[src/rtl/udma_hyper_cfg_bank.sv]
// HyperBus configuration bank: double-buffered per-device timing registers,
// idle-gated commit and transaction-ID allocation for the uDMA cfg bus.

module udma_hyper_cfg_bank_regs #(
  parameter int DELAY_BIT_WIDTH = 3,
  parameter int DEST_SIZE       = 5
) (
  input  logic                       clk_i,
  input  logic                       rst_ni,
  input  logic                       wr_en,
  input  logic                       apply,
  input  logic [4:0]                 off,
  input  logic [31:0]                wr_data,
  output logic [31:0]                rd_data,
  output logic [2:0]                 page_bound,
  output logic [4:0]                 t_lat,
  output logic                       en_lat,
  output logic [31:0]                t_cs_max,
  output logic [31:0]                t_rw_rec,
  output logic [DELAY_BIT_WIDTH-1:0] rwds_dly,
  output logic [3:0]                 t_vari,
  output logic [1:0]                 mem_sel,
  output logic [DEST_SIZE-1:0]       rx_dest,
  output logic [DEST_SIZE-1:0]       tx_dest
);

  typedef struct packed {
    logic [2:0]                 page_bound;
    logic [4:0]                 t_lat;
    logic                       en_lat;
    logic [31:0]                t_cs_max;
    logic [31:0]                t_rw_rec;
    logic [DELAY_BIT_WIDTH-1:0] rwds_dly;
    logic [3:0]                 t_vari;
    logic [1:0]                 mem_sel;
    logic [DEST_SIZE-1:0]       rx_dest;
    logic [DEST_SIZE-1:0]       tx_dest;
  } regs_t;

  localparam regs_t RST = '{
    page_bound: 3'd0,
    t_lat:      5'd6,
    en_lat:     1'b1,
    t_cs_max:   32'd665,
    t_rw_rec:   32'd6,
    rwds_dly:   DELAY_BIT_WIDTH'(2),
    t_vari:     4'd3,
    mem_sel:    2'd0,
    rx_dest:    '0,
    tx_dest:    '0
  };

  regs_t shadow, shadow_n, active;

  always_comb begin
    shadow_n = shadow;
    if (wr_en) begin
      case (off)
        5'h00: shadow_n.page_bound = wr_data[2:0];
        5'h01: shadow_n.t_lat      = wr_data[4:0];
        5'h02: shadow_n.en_lat     = wr_data[0];
        5'h03: shadow_n.t_cs_max   = wr_data;
        5'h04: shadow_n.t_rw_rec   = wr_data;
        5'h05: shadow_n.rwds_dly   = wr_data[DELAY_BIT_WIDTH-1:0];
        5'h06: shadow_n.t_vari     = wr_data[3:0];
        5'h08: shadow_n.mem_sel    = wr_data[1:0];
        5'h0A: begin
          shadow_n.rx_dest = wr_data[DEST_SIZE-1:0];
          shadow_n.tx_dest = wr_data[8 +: DEST_SIZE];
        end
        default: ;
      endcase
    end
  end

  // active samples the pre-edge shadow, so a same-cycle write lands in shadow only
  always_ff @(posedge clk_i or negedge rst_ni) begin
    if (!rst_ni) begin
      shadow <= RST;
      active <= RST;
    end else begin
      shadow <= shadow_n;
      if (apply) active <= shadow;
    end
  end

  always_comb begin
    rd_data = '0;
    case (off)
      5'h00: rd_data[2:0]                 = shadow.page_bound;
      5'h01: rd_data[4:0]                 = shadow.t_lat;
      5'h02: rd_data[0]                   = shadow.en_lat;
      5'h03: rd_data                      = shadow.t_cs_max;
      5'h04: rd_data                      = shadow.t_rw_rec;
      5'h05: rd_data[DELAY_BIT_WIDTH-1:0] = shadow.rwds_dly;
      5'h06: rd_data[3:0]                 = shadow.t_vari;
      5'h08: rd_data[1:0]                 = shadow.mem_sel;
      5'h0A: begin
        rd_data[DEST_SIZE-1:0]  = shadow.rx_dest;
        rd_data[8 +: DEST_SIZE] = shadow.tx_dest;
      end
      default: ;
    endcase
  end

  assign page_bound = active.page_bound;
  assign t_lat      = active.t_lat;
  assign en_lat     = active.en_lat;
  assign t_cs_max   = active.t_cs_max;
  assign t_rw_rec   = active.t_rw_rec;
  assign rwds_dly   = active.rwds_dly;
  assign t_vari     = active.t_vari;
  assign mem_sel    = active.mem_sel;
  assign rx_dest    = active.rx_dest;
  assign tx_dest    = active.tx_dest;

endmodule

module udma_hyper_cfg_bank #(
  parameter int NB_DEV          = 2,
  parameter int NB_CH           = 8,
  parameter int DELAY_BIT_WIDTH = 3,
  // tracks udma_pkg::DEST_SIZE of the surrounding uDMA
  parameter int DEST_SIZE       = 5,
  localparam int BANK_W = (NB_DEV > 1) ? $clog2(NB_DEV) : 1,
  localparam int ID_W   = (NB_CH > 1) ? $clog2(NB_CH) : 1
) (
  input  logic                              clk_i,
  input  logic                              rst_ni,
  input  logic [31:0]                       cfg_data_i,
  input  logic [5+BANK_W-1:0]               cfg_addr_i,
  input  logic                              cfg_valid_i,
  input  logic                              cfg_reg_rwn_i,
  output logic [31:0]                       cfg_data_o,
  output logic                              cfg_ready_o,
  output logic [NB_DEV*3-1:0]               cfg_page_bound_o,
  output logic [NB_DEV*5-1:0]               cfg_t_latency_access_o,
  output logic [NB_DEV-1:0]                 cfg_en_latency_additional_o,
  output logic [NB_DEV*32-1:0]              cfg_t_cs_max_o,
  output logic [NB_DEV*32-1:0]              cfg_t_read_write_recovery_o,
  output logic [NB_DEV*DELAY_BIT_WIDTH-1:0] cfg_t_rwds_delay_line_o,
  output logic [NB_DEV*4-1:0]               cfg_t_variable_latency_check_o,
  output logic [NB_DEV*2-1:0]               cfg_mem_sel_o,
  output logic [NB_DEV*DEST_SIZE-1:0]       cfg_rx_dest_o,
  output logic [NB_DEV*DEST_SIZE-1:0]       cfg_tx_dest_o,
  input  logic [NB_CH-1:0]                  busy_vec_i,
  output logic                              commit_pending_o,
  output logic                              commit_done_o
);

  typedef enum logic [1:0] {ST_IDLE, ST_WAIT_IDLE, ST_APPLY} state_t;

  logic [4:0]               off;
  logic [BANK_W-1:0]        bank;
  logic                     bank_ok, wr, rd, apply;
  logic [NB_DEV-1:0]        bank_we;
  logic [NB_DEV-1:0][31:0]  bank_rd;
  logic [NB_CH-1:0]         reserved, busy_q, free, set_vec, rel_vec;
  logic [ID_W-1:0]          alloc_id;
  logic                     alloc_valid;
  state_t                   state, state_n;

  assign off         = cfg_addr_i[4:0];
  assign bank        = cfg_addr_i[5 +: BANK_W];
  assign bank_ok     = 32'(bank) < NB_DEV;
  assign wr          = cfg_valid_i & ~cfg_reg_rwn_i;
  assign rd          = cfg_valid_i & cfg_reg_rwn_i;
  assign cfg_ready_o = 1'b1;

  for (genvar g = 0; g < NB_DEV; g++) begin : g_bank
    assign bank_we[g] = wr & bank_ok & (bank == BANK_W'(g));

    udma_hyper_cfg_bank_regs #(
      .DELAY_BIT_WIDTH (DELAY_BIT_WIDTH),
      .DEST_SIZE       (DEST_SIZE)
    ) u_regs (
      .clk_i      (clk_i),
      .rst_ni     (rst_ni),
      .wr_en      (bank_we[g]),
      .apply      (apply),
      .off        (off),
      .wr_data    (cfg_data_i),
      .rd_data    (bank_rd[g]),
      .page_bound (cfg_page_bound_o[g*3 +: 3]),
      .t_lat      (cfg_t_latency_access_o[g*5 +: 5]),
      .en_lat     (cfg_en_latency_additional_o[g]),
      .t_cs_max   (cfg_t_cs_max_o[g*32 +: 32]),
      .t_rw_rec   (cfg_t_read_write_recovery_o[g*32 +: 32]),
      .rwds_dly   (cfg_t_rwds_delay_line_o[g*DELAY_BIT_WIDTH +: DELAY_BIT_WIDTH]),
      .t_vari     (cfg_t_variable_latency_check_o[g*4 +: 4]),
      .mem_sel    (cfg_mem_sel_o[g*2 +: 2]),
      .rx_dest    (cfg_rx_dest_o[g*DEST_SIZE +: DEST_SIZE]),
      .tx_dest    (cfg_tx_dest_o[g*DEST_SIZE +: DEST_SIZE])
    );
  end

  // lowest free channel; free is taken from pre-edge state so a reserved id never escapes
  assign free        = ~busy_vec_i & ~reserved;
  assign alloc_valid = |free;

  always_comb begin
    alloc_id = '0;
    for (int i = NB_CH - 1; i >= 0; i--)
      if (free[i]) alloc_id = ID_W'(i);
  end

  always_comb begin
    set_vec = '0;
    rel_vec = '0;
    for (int i = 0; i < NB_CH; i++) begin
      set_vec[i] = rd & (off == 5'h09) & alloc_valid & (alloc_id == ID_W'(i));
      rel_vec[i] = wr & (off == 5'h0C) & (cfg_data_i[ID_W-1:0] == ID_W'(i));
    end
  end

  always_ff @(posedge clk_i or negedge rst_ni) begin
    if (!rst_ni) begin
      reserved <= '0;
      busy_q   <= '0;
    end else begin
      reserved <= (reserved & ~((busy_q & ~busy_vec_i) | rel_vec)) | set_vec;
      busy_q   <= busy_vec_i;
    end
  end

  always_ff @(posedge clk_i or negedge rst_ni) begin
    if (!rst_ni) state <= ST_IDLE;
    else         state <= state_n;
  end

  always_comb begin
    state_n          = state;
    apply            = 1'b0;
    commit_pending_o = 1'b0;
    commit_done_o    = 1'b0;
    case (state)
      ST_IDLE:
        if (wr && off == 5'h0B && cfg_data_i[0]) state_n = ST_WAIT_IDLE;
      ST_WAIT_IDLE: begin
        commit_pending_o = 1'b1;
        if (busy_vec_i == '0) state_n = ST_APPLY;
      end
      ST_APPLY: begin
        commit_pending_o = 1'b1;
        commit_done_o    = 1'b1;
        apply            = 1'b1;
        state_n          = ST_IDLE;
      end
      default: state_n = ST_IDLE;
    endcase
  end

  always_comb begin
    cfg_data_o = '0;
    case (off)
      5'h09:   cfg_data_o = {alloc_valid, {(31-ID_W){1'b0}}, alloc_id};
      5'h0B:   cfg_data_o = {31'b0, commit_pending_o};
      5'h0D:   cfg_data_o = {{(32-NB_CH){1'b0}}, reserved};
      default:
        for (int b = 0; b < NB_DEV; b++)
          if (bank_ok && bank == BANK_W'(b)) cfg_data_o = bank_rd[b];
    endcase
  end

endmodule
[config.mk]
export PLATFORM = sky130hd
export DESIGN_NAME = udma_hyper_cfg_bank
export DESIGN_NICKNAME = d
export VERILOG_FILES = /design/src/rtl/udma_hyper_cfg_bank.sv
export SDC_FILE = /design/constraint.sdc
export NUM_CORES = 1
export LEC_CHECK = 0
export BUFFER_PORTS_ARGS = -buffer_cell sky130_fd_sc_hd__buf_4
export CAP_MARGIN = 20
export CORE_ASPECT_RATIO = 2
export CORE_MARGIN = 2
export CORE_UTILIZATION = 40
export CTS_CLUSTER_DIAMETER = 80
export CTS_CLUSTER_SIZE = 28
export DETAILED_ROUTE_END_ITERATION = 10
export PLACE_DENSITY_LB_ADDON = 0.1
export SYNTH_ARGS = -nofsm -noshare
export SYNTH_HDL_FRONTEND = slang
export SYNTH_HIERARCHICAL = 1
export SYNTH_SLANG_ARGS = --single-unit
[constraint.sdc]
create_clock -name clk_i -period 4.95 [get_ports clk_i]
set_input_delay 0.99 -clock clk_i [delete_from_list [all_inputs] [get_ports clk_i]]
set_output_delay 0.99 -clock clk_i [all_outputs]
set_load 0.02 [all_outputs]
==> results of run 1 <==
kinds of logic after synthesis:
group / Yosys count
DFF: 386
adders and majority gates: 4
buffers and inverters: 89
other: 1
and+or+nand+nor: 128
AOI/OAI and AO/OA: 128
muxes: 413
metrics by stage:
stage	std cells	hold WS, ps	instance area, sq um
finish	1941	504	19900
global route	1941	532	19900
CTS	1941	523	19900
detailed placement	1911	496	19400
global placement	1911	492	19400
floorplan	1149	481	16800
power breakdown:
part / total [mW] / switching, mW / leakage, nW / internal, mW
clock network: 1.69 / 1.02 / 0.231 / 0.667
registers: 4.53 / 0.514 / 5.10 / 4.02
logic: 3.46 / 1.80 / 4.77 / 1.67
total: 9.69 / 3.34 / 10.1 / 6.35
synth_stat cells, types with 10 or more instances:
| master | number |
|---|---|
| o21ai_0 | 15 |
| a222oi_1 | 10 |
| buf_2 | 17 |
| mux2_4 | 60 |
| nand2_1 | 21 |
| mux2_2 | 310 |
| dfstp_2 | 52 |
| a22oi_1 | 12 |
| inv_1 | 23 |
| clkbuf_1 | 40 |
| mux2i_1 | 37 |
| nor2_1 | 44 |
| a22o_1 | 46 |
| dfrtp_1 | 334 |
critical path, delay by kind of cell:
family          cells  cell delay [ps]
simple gates        2             1320
buf+inv             2              420
mux                 1              100
compound gates      3              540
routing by layer:
metal  global-route usage [%]  share of wire, %  up-vias
met3                     3.78               5.1       55
met1                     24.3                38     5475
met2                     40.2                55      253
li1                         -                 -     4672
met5                        0                 0        -
met4                     5.46               2.3        0
registers in the layout, indices dropped and copies added, names as in the netlist:
| register | count |
|---|---|
| state | 2 |
| busy_q | 8 |
| g_bank.u_regs/t_rw_rec | 64 |
| g_bank.u_regs/en_lat | 2 |
| g_bank.u_regs/shadow | 184 |
| g_bank.u_regs/rx_dest | 10 |
| g_bank.u_regs/tx_dest | 10 |
| g_bank.u_regs/mem_sel | 4 |
| reserved | 8 |
| g_bank.u_regs/t_lat | 10 |
| g_bank.u_regs/rwds_dly | 6 |
| g_bank.u_regs/t_cs_max | 64 |
| g_bank.u_regs/t_vari | 8 |
| g_bank.u_regs/page_bound | 6 |
area by class of cell:
| class | instances | area (sq um) | share of cell area, % |
|---|---|---|---|
| clock buffers | 28 | 467 | 2.35 |
| clock inverters | 2 | 17.5 | 0.0881 |
| inverters | 23 | 86.3 | 0.434 |
| multi-input cells | 674 | 6690 | 33.7 |
| flip-flops and latches | 386 | 9720 | 48.9 |
| well taps | 540 | 676 | 3.40 |
| repair buffers | 288 | 2220 | 11.2 |
final timing paths:
| kind | start | slack (ps) | depth (start not counted) | endpoint |
|---|---|---|---|---|
| min in group clk_i | g_bank[1].u_regs/t_rw_rec[13]$_DFFE_PN0P_ | 520 | 1 | g_bank[1].u_regs/t_rw_rec[13]$_DFFE_PN0P_ |
| worst max-delay path | cfg_addr_i[2] | 570 | 8 | cfg_data_o[3] |
| max in group asynchronous | rst_ni | 3340 | 2 | g_bank[1].u_regs/shadow[12]$_DFFE_PN1P_ |
| worst max register to register | state[0]$_DFFE_PN0P_ | 2380 | 4 | g_bank[0].u_regs/t_rw_rec[27]$_DFFE_PN0P_ |
| worst min register to register | g_bank[1].u_regs/t_rw_rec[13]$_DFFE_PN0P_ | 520 | 1 | g_bank[1].u_regs/t_rw_rec[13]$_DFFE_PN0P_ |
| worst min-delay path | rst_ni | 500 | 1 | g_bank[0].u_regs/t_rw_rec[26]$_DFFE_PN0P_ |
==> flow_summary.json, run 1 <==
{
  "maxSlewHeadroom_pct": 26.3,
  "cp_data_required_time_ps": 3960,
  "tns_ps": 0,
  "clock_latency_ps": 550,
  "synth.distinct_cells": 67,
  "drive_above_1_share_pct": 53.8,
  "wire_per_inst_microns": 24.1,
  "grt_max_degree": 148,
  "drt_iter0_drc": 448,
  "worst_path_most_repeated_cell": "buf_4",
  "cts_buffers": 17,
  "path_max_fanout": 39,
  "hold_viol": 0,
  "slowest_delay_ps": 700,
  "final_cell_mix": "dfrtp_1 (334), mux2_2 (310), buf_4 (283), mux2_4 (60), dfstp_2 (52)",
  "ctsHoldBuffers": 0,
  "synth-simple-area-share_pct": 4.40,
  "pre_cts_slack_ps": 579,
  "crit_path_top_delay_cell": "nor4b_1",
  "cts_sinks": 386,
  "synthMuxAreaShare_pct": 28.8,
  "place_congestion": 0.885,
  "wl_microns": 46800,
  "vias": 10455,
  "synth_ff_type": "dfrtp_1",
  "critPathArrivalTime_ps": 3390,
  "report.final.slew_viol_count": 0,
  "first_global_vias": 11351,
  "drc": 0,
  "critPathLaunchType": "input port",
  "synthTopCellsByArea": "dfrtp_1 (50%), mux2_2 (21%), dfstp_2 (8.1%)",
  "fp.dieH_microns": 294,
  "syn_to_final_growth_pct": 18.4,
  "core_sq_um": 41600,
  "async_reset_ff_share_pct": 100,
  "grt-ovfl-total": 0,
  "tritoncts": "yes",
  "cts_setup_buffers": 0,
  "final_core_util_pct": 47.7,
  "synth_edf_count": 0,
  "leakagePower_nw": 10.1,
  "rsz0062_at_grt": "no",
  "skew_ps": 33.0,
  "rows": 106,
  "crit_chain": "buf_4 -> nor4b_1 -> and2_1 -> o2bb2ai_1 -> a221o_1 -> mux2i_1 -> o21ai_0 -> buf_4",
  "setup_violations": 0,
  "finalPower_mw": 9.69,
  "io_buffer_count": 267,
  "dieArea_sq_um": 43700,
  "drv_cap": 0,
  "antenna_left": 0,
  "grt.total_usage_pct": 21.2,
  "grt_pass1_wl_microns": 70900,
  "worstHoldPathType": "input port to asynchronous set/reset pin",
  "synth_seq_cells": 386,
  "cp-end-kind": "output port",
  "floorplan.initialDensity_pct": 40.3,
  "top_level_ports": 269,
  "powerDensity_nw_per_um2": 487,
  "syn_inst": 1149,
  "finalWorstSetupSlack_ps": 567,
  "avgSynthCellArea_sq_um": 14.6,
  "fmax_ghz": 0.228,
  "syn_area_sq_um": 16800,
  "die_w_microns": 149,
  "fillers": 3826,
  "synth_largest_area_cell": "dfrtp_1",
  "vias_per_cell": 5.39,
  "yosysWarnings": 6,
  "antenna_found_initial": 0,
  "diodes": 0,
  "first_pass_iters": 5,
  "path_clk_slew_ps": 100,
  "fin_crit_ps": 4380,
  "synth_nets": 1203,
  "fin_nets": 1444,
  "htree_levels": 1,
  "status": "completed",
  "yosys.area.top_type_share_pct": 49.8,
  "synth_compound_area_share_pct": 6.18,
  "critical_path_class": "input port to output port",
  "worstMarginPinSlew_ps": 1100,
  "yosys.area_share.adder_pct": 0.298,
  "final_common_cell": "dfrtp_1",
  "clockBufferDepth": 3,
  "root_buffer": "clkbuf_16",
  "seq_area_frac_synth_pct": 57.9,
  "ctsResizeCount": 0,
  "dp_hpwl_microns": 32800,
  "synth_top_family_by_area": "multiplexers",
  "ir_drop_mv": 0.360,
  "synth_xor_xnor_area_share_pct": 0,
  "post-route-period-util_pct": 88.5
}
Note: power is estimated with default switching activity, not from simulation.
==> run 2: changes to the inputs <==
Settings changed: PLACE_DENSITY_LB_ADDON 0.1 to unset.
==> run 2 against run 1 <==
Against the previous run:
- largest cell class unchanged
- clock power barely moved
- critical endpoint unchanged
- design area rose by 0.34%
- die area did not move
- highest routed layer unchanged
==> flow_summary.json, run 2 (synthesized netlist as in run 1, its figures left out) <==
{
  "place_congestion": 0.876,
  "setup_violations": 0,
  "clock_latency_ps": 540,
  "cts_sinks": 386,
  "cp_data_required_time_ps": 3960,
  "ctsResizeCount": 0,
  "cts_setup_buffers": 0,
  "io_buffer_count": 267,
  "critical_path_class": "input port to output port",
  "vias": 10519,
  "critPathBufInv": 2,
  "leakagePower_nw": 10.1,
  "dieArea_sq_um": 43700,
  "antenna_left": 0,
  "wl_microns": 47200,
  "largest_reg_flops": 184,
  "critPathTopFamily": "simple AND/OR/NAND/NOR gates",
  "path_clk_slew_ps": 100,
  "fmax_ghz": 0.228,
  "final_cell_mix": "dfrtp_1 (334), mux2_2 (310), buf_4 (279), mux2_4 (60), dfstp_2 (52)",
  "antenna_found_initial": 0,
  "fin_nets": 1444,
  "clockBufferDepth": 3,
  "root_buffer": "clkbuf_16",
  "fin_crit_ps": 4380,
  "worstMarginPinSlew_ps": 1050,
  "ir_drop_mv": 0.363,
  "fp.dieH_microns": 294,
  "maxSlewHeadroom_pct": 29.8,
  "path_max_fanout": 29,
  "floorplan.initialDensity_pct": 40.3,
  "htree_levels": 1,
  "skew_ps": 17.1,
  "largest_register": "g_bank.u_regs/shadow",
  "diodes": 0,
  "first_global_vias": 11239,
  "drt_iter0_drc": 486,
  "post-route-period-util_pct": 88.5,
  "first_pass_iters": 5,
  "rows": 106,
  "powerDensity_nw_per_um2": 487,
  "rsz0062_at_grt": "no",
  "cts_buffers": 17,
  "drc": 0,
  "wire_per_inst_microns": 24.3,
  "drv_cap": 0,
  "status": "completed",
  "final_common_cell": "dfrtp_1",
  "critPathLaunchType": "input port",
  "worst_path_most_repeated_cell": "buf_4",
  "cp-end-kind": "output port",
  "core_sq_um": 41600,
  "crit_path_top_delay_cell": "nor4b_1",
  "design_area_sq_um": 19900,
  "tns_ps": 0,
  "vias_per_cell": 5.42,
  "dpl_cell_area_sq_um": 19400,
  "tritoncts": "yes",
  "report.final.slew_viol_count": 0,
  "fillers": 3766,
  "slowest_delay_ps": 680,
  "top_level_ports": 269,
  "die_w_microns": 149,
  "critPathArrivalTime_ps": 3390,
  "crit_chain": "buf_4 -> nor4b_1 -> and2_1 -> o2bb2ai_1 -> a221o_1 -> mux2i_1 -> o21ai_0 -> buf_4",
  "drive_above_1_share_pct": 53.9,
  "ctsHoldBuffers": 0,
  "grt_pass1_wl_microns": 71200,
  "worstHoldPathType": "flip-flop to flip-flop",
  "grt_max_degree": 116,
  "dp_hpwl_microns": 33200,
  "grt.total_usage_pct": 21.5,
  "syn_to_final_growth_pct": 18.8,
  "hold_viol": 0,
  "grt-ovfl-total": 0
}
==> run 2: cell count changes in the layout (fill, tap and decap cells not counted) <==
cell,change
buf_12,+4
clkbuf_1,-1
buf_4,-4
clkbuf_16,+1
inv_6,-1
clkinv_4,-1
clkbuf_8,+1
==> run 2: final cells by class <==
| class | count | area [sq um] | share of cell area [%] |
|---|---|---|---|
| inverters | 23 | 86.3 | 0.433 |
| flip-flops and latches | 386 | 9720 | 48.7 |
| repair buffers | 288 | 2270 | 11.4 |
| clock buffers | 29 | 502 | 2.52 |
| well taps | 540 | 676 | 3.39 |
| multi-input cells | 674 | 6690 | 33.5 |
==> run 2: worst paths after layout <==
kind	startpoint	end	slack, ps	cells after the start
worst min register to register	g_bank[1].u_regs/t_cs_max[26]$_DFFE_PN0P_	g_bank[1].u_regs/t_cs_max[26]$_DFFE_PN0P_	520	1
worst max register to register	state[0]$_DFFE_PN0P_	g_bank[0].u_regs/page_bound[0]$_DFFE_PN0P_	2330	4
worst max-delay path	cfg_addr_i[0]	cfg_data_o[3]	570	8
worst min-delay path	g_bank[1].u_regs/t_cs_max[26]$_DFFE_PN0P_	g_bank[1].u_regs/t_cs_max[26]$_DFFE_PN0P_	520	1
max in group asynchronous	rst_ni	g_bank[1].u_regs/shadow[12]$_DFFE_PN1P_	3330	2
min in group asynchronous	rst_ni	g_bank[0].u_regs/t_cs_max[26]$_DFFE_PN0P_	530	1
==> run 2: power by group <==
| group | total, mW | switching, mW | internal, mW |
|---|---|---|---|
| clock network | 1.70 | 0.997 | 0.706 |
| registers | 4.57 | 0.549 | 4.02 |
| logic | 3.44 | 1.78 | 1.66 |
| total | 9.72 | 3.33 | 6.39 |
==> run 2: per-layer routing <==
metal	up-vias	share of wire, %	track usage (%)	routed length (microns)
li1	4656	-	-	-
met1	5539	37	24.3	17500
met2	271	56	41.2	26400
met3	53	4.1	2.76	1920
met4	0	2.9	6.78	1370
met5	-	0	0	0
==> run 2: metrics by stage <==
stage / setup WS, ps / utilization (%) / cells / total power, mW / hold WS, ps
6_report: 571 / 47.9 / 1940 / 9.72 / 516
5_1_grt: 432 / 47.9 / 1940 / 10.2 / 536
4_1_cts: 573 / 47.9 / 1939 / 9.86 / 524
3_5_place_dp: 580 / 46.7 / 1910 / 8.14 / 497
3_3_place_gp: 666 / 46.6 / 1909 / 8.09 / 492
2_1_floorplan: 1240 / - / 1149 / 6.43 / 481
==> run 3: changes to the inputs <==
Clock period 4.95 ns to 5.5 ns, I/O delays scaled along.
==> run 3 against run 2 <==
Against the previous run:
- worst setup slack better by 280 ps
- combinational power shrank 10%
- non-clock buffer count is 6 lower
- first-iteration DRC count up 19%
- critical path type unchanged
- critical endpoint unchanged
- largest cell class unchanged
==> flow_summary.json, run 3 (synthesized netlist as in run 1, its figures left out) <==
{
  "slowest_delay_ps": 710,
  "diodes": 0,
  "path_clk_slew_ps": 110,
  "setup_violations": 0,
  "grt_pass1_wl_microns": 69800,
  "drv_cap": 0,
  "post-route-period-util_pct": 84.5,
  "hold_viol": 0,
  "reg2reg_from": "state[0]$_DFFE_PN0P_",
  "floorplan.initialDensity_pct": 40.3,
  "htree_levels": 1,
  "intPower_mw": 5.77,
  "vias": 10534,
  "fin_crit_ps": 4650,
  "dieArea_sq_um": 43700,
  "tritoncts": "yes",
  "clkPwrFrac_pct": 17.7,
  "syn_to_final_growth_pct": 18.3,
  "leakagePower_nw": 10.1,
  "cp.depth": 8,
  "worstHoldPathType": "flip-flop to flip-flop",
  "critPathCapture": "cfg_data_o[3]",
  "fin_nets": 1438,
  "top_level_ports": 269,
  "path_max_fanout": 29,
  "cts_sinks": 386,
  "netSwitchingPower_mw": 2.96,
  "wl_microns": 46100,
  "largest_register": "g_bank.u_regs/shadow",
  "critPathLaunch": "cfg_addr_i[0]",
  "tns_ps": 0,
  "critPathLaunchType": "input port",
  "clockBufferDepth": 3,
  "p_seq_share_pct": 46.9,
  "worst-r2r-setup-slack_ps": 3190,
  "worst_path_most_repeated_cell": "buf_4",
  "final_cells": 1934,
  "wire_per_inst_microns": 23.8,
  "clock_latency_ps": 540,
  "rsz0062_at_grt": "no",
  "worstHoldStart": "g_bank[1].u_regs/t_rw_rec[16]$_DFFE_PN0P_",
  "drive_above_1_share_pct": 53.7,
  "critical_path_class": "input port to output port",
  "drc": 0,
  "antenna_left": 0,
  "critPathTopFamily": "simple AND/OR/NAND/NOR gates",
  "fp.dieH_microns": 294,
  "powerDensity_nw_per_um2": 440,
  "cts_buffers": 17,
  "cts_setup_buffers": 0,
  "timing.rr.end": "g_bank[0].u_regs/mem_sel[0]$_DFFE_PN0P_",
  "critPathArrivalTime_ps": 3550,
  "skew_ps": 27.1,
  "final_cell_mix": "dfrtp_1 (334), mux2_2 (310), buf_4 (277), mux2_4 (60), dfstp_2 (52)",
  "io_buffer_count": 267,
  "rows": 106,
  "antenna_found_initial": 0,
  "pwr-share-comb_pct": 35.4,
  "ir_drop_mv": 0.339,
  "ctsResizeCount": 0,
  "maxSlewHeadroom_pct": 8.22,
  "crit_chain": "buf_4 -> nor4b_1 -> and2_1 -> o2bb2ai_1 -> a221o_1 -> mux2i_1 -> o21ai_0 -> buf_4",
  "final_common_cell": "dfrtp_1",
  "cp_data_required_time_ps": 4400,
  "die_w_microns": 149,
  "ctsHoldBuffers": 0,
  "place_congestion": 0.925,
  "cp-end-kind": "output port",
  "vias_per_cell": 5.45,
  "finalPower_mw": 8.73,
  "crit_path_top_delay_cell": "nor4b_1",
  "worstMarginPinSlew_ps": 1380,
  "drt_iter0_drc": 576,
  "grt_max_degree": 185,
  "p_sw_share_pct": 33.9,
  "status": "completed",
  "grt-ovfl-total": 0,
  "place_inst": 1905,
  "fmax_ghz": 0.215,
  "first_pass_iters": 6,
  "dp_hpwl_microns": 32100,
  "root_buffer": "clkbuf_16",
  "grt.total_usage_pct": 21.0,
  "critPathBufInv": 2,
  "report.final.slew_viol_count": 0,
  "largest_reg_flops": 184,
  "core_sq_um": 41600,
  "reg2regPathDepth": 4,
  "first_global_vias": 11160
}
[run 3: cell count changes in the layout (fill, tap and decap cells not counted)]
cell | previous run | this run
buf_12 | 8 | 4
buf_4 | 279 | 277
bufinv_16 | 0 | 1
clkbuf_1 | 10 | 9
clkbuf_16 | 18 | 17
inv_6 | 0 | 1
[run 3: per-stage QoR]
step	util (%)	worst slack, ps	hold slack (ps)	instance area (sq um)
after global routing	47.7	723	538	19900
after floorplan	-	1570	481	16800
final	47.7	851	518	19900
after CTS	47.7	861	523	19900
after detailed placement	46.5	859	497	19400
after global placement	46.4	913	492	19300
[run 3: area by class of cell]
class	instances	area [sq um]
Sequential cell	386	9720
Tap cell	540	676
Fill cell	3748	21800
Timing Repair Buffer	282	2170
Clock buffer	27	473
Multi-Input combinational cell	674	6690
Inverter	23	86.3
Clock inverter	2	38.8
[run 3: worst min-delay path by stage]
stage | endpoint | slack, ps | depth (start not counted)
final | g_bank[1].u_regs/t_rw_rec[16]$_DFFE_PN0P_ | 520 | 1
after global routing | g_bank[0].u_regs/t_rw_rec[7]$_DFFE_PN0P_ | 540 | 1
after CTS | g_bank[1].u_regs/t_cs_max[23]$_DFFE_PN0P_ | 520 | 1
after detailed placement | g_bank[0].u_regs/t_cs_max[29]$_DFFE_PN0P_ | 500 | 1
after global placement | g_bank[0].u_regs/t_rw_rec[6]$_DFFE_PN0P_ | 490 | 1
after floorplan | g_bank[0].u_regs/shadow[57]$_DFFE_PN0P_ | 480 | 1
[run 3: metal layers]
layer	wire, microns	GRT usage [%]	share of wire, %
met1	16900	23.7	37
met2	25200	39.1	55
met3	2250	3.27	4.9
met4	1700	7.85	3.7
met5	0	0	0
[run 3: worst reg2reg max path: stages, from the launching register on]
cell     delay [ps]
dfrtp_1         420
inv_1           140
ha_4            170
buf_12          520
mux2_2          920
[run 3: power groups by stage]
| stage | Clock [mW] | Combinational (mW) | Sequential (mW) |
|---|---|---|---|
| after floorplan | 0 | 1.03 | 4.76 |
| after global placement | 0 | 3.11 | 4.16 |
| after detailed placement | 0 | 3.13 | 4.18 |
| after CTS | 1.62 | 3.14 | 4.12 |
| after global routing | 1.71 | 3.27 | 4.19 |
| final | 1.55 | 3.09 | 4.10 |
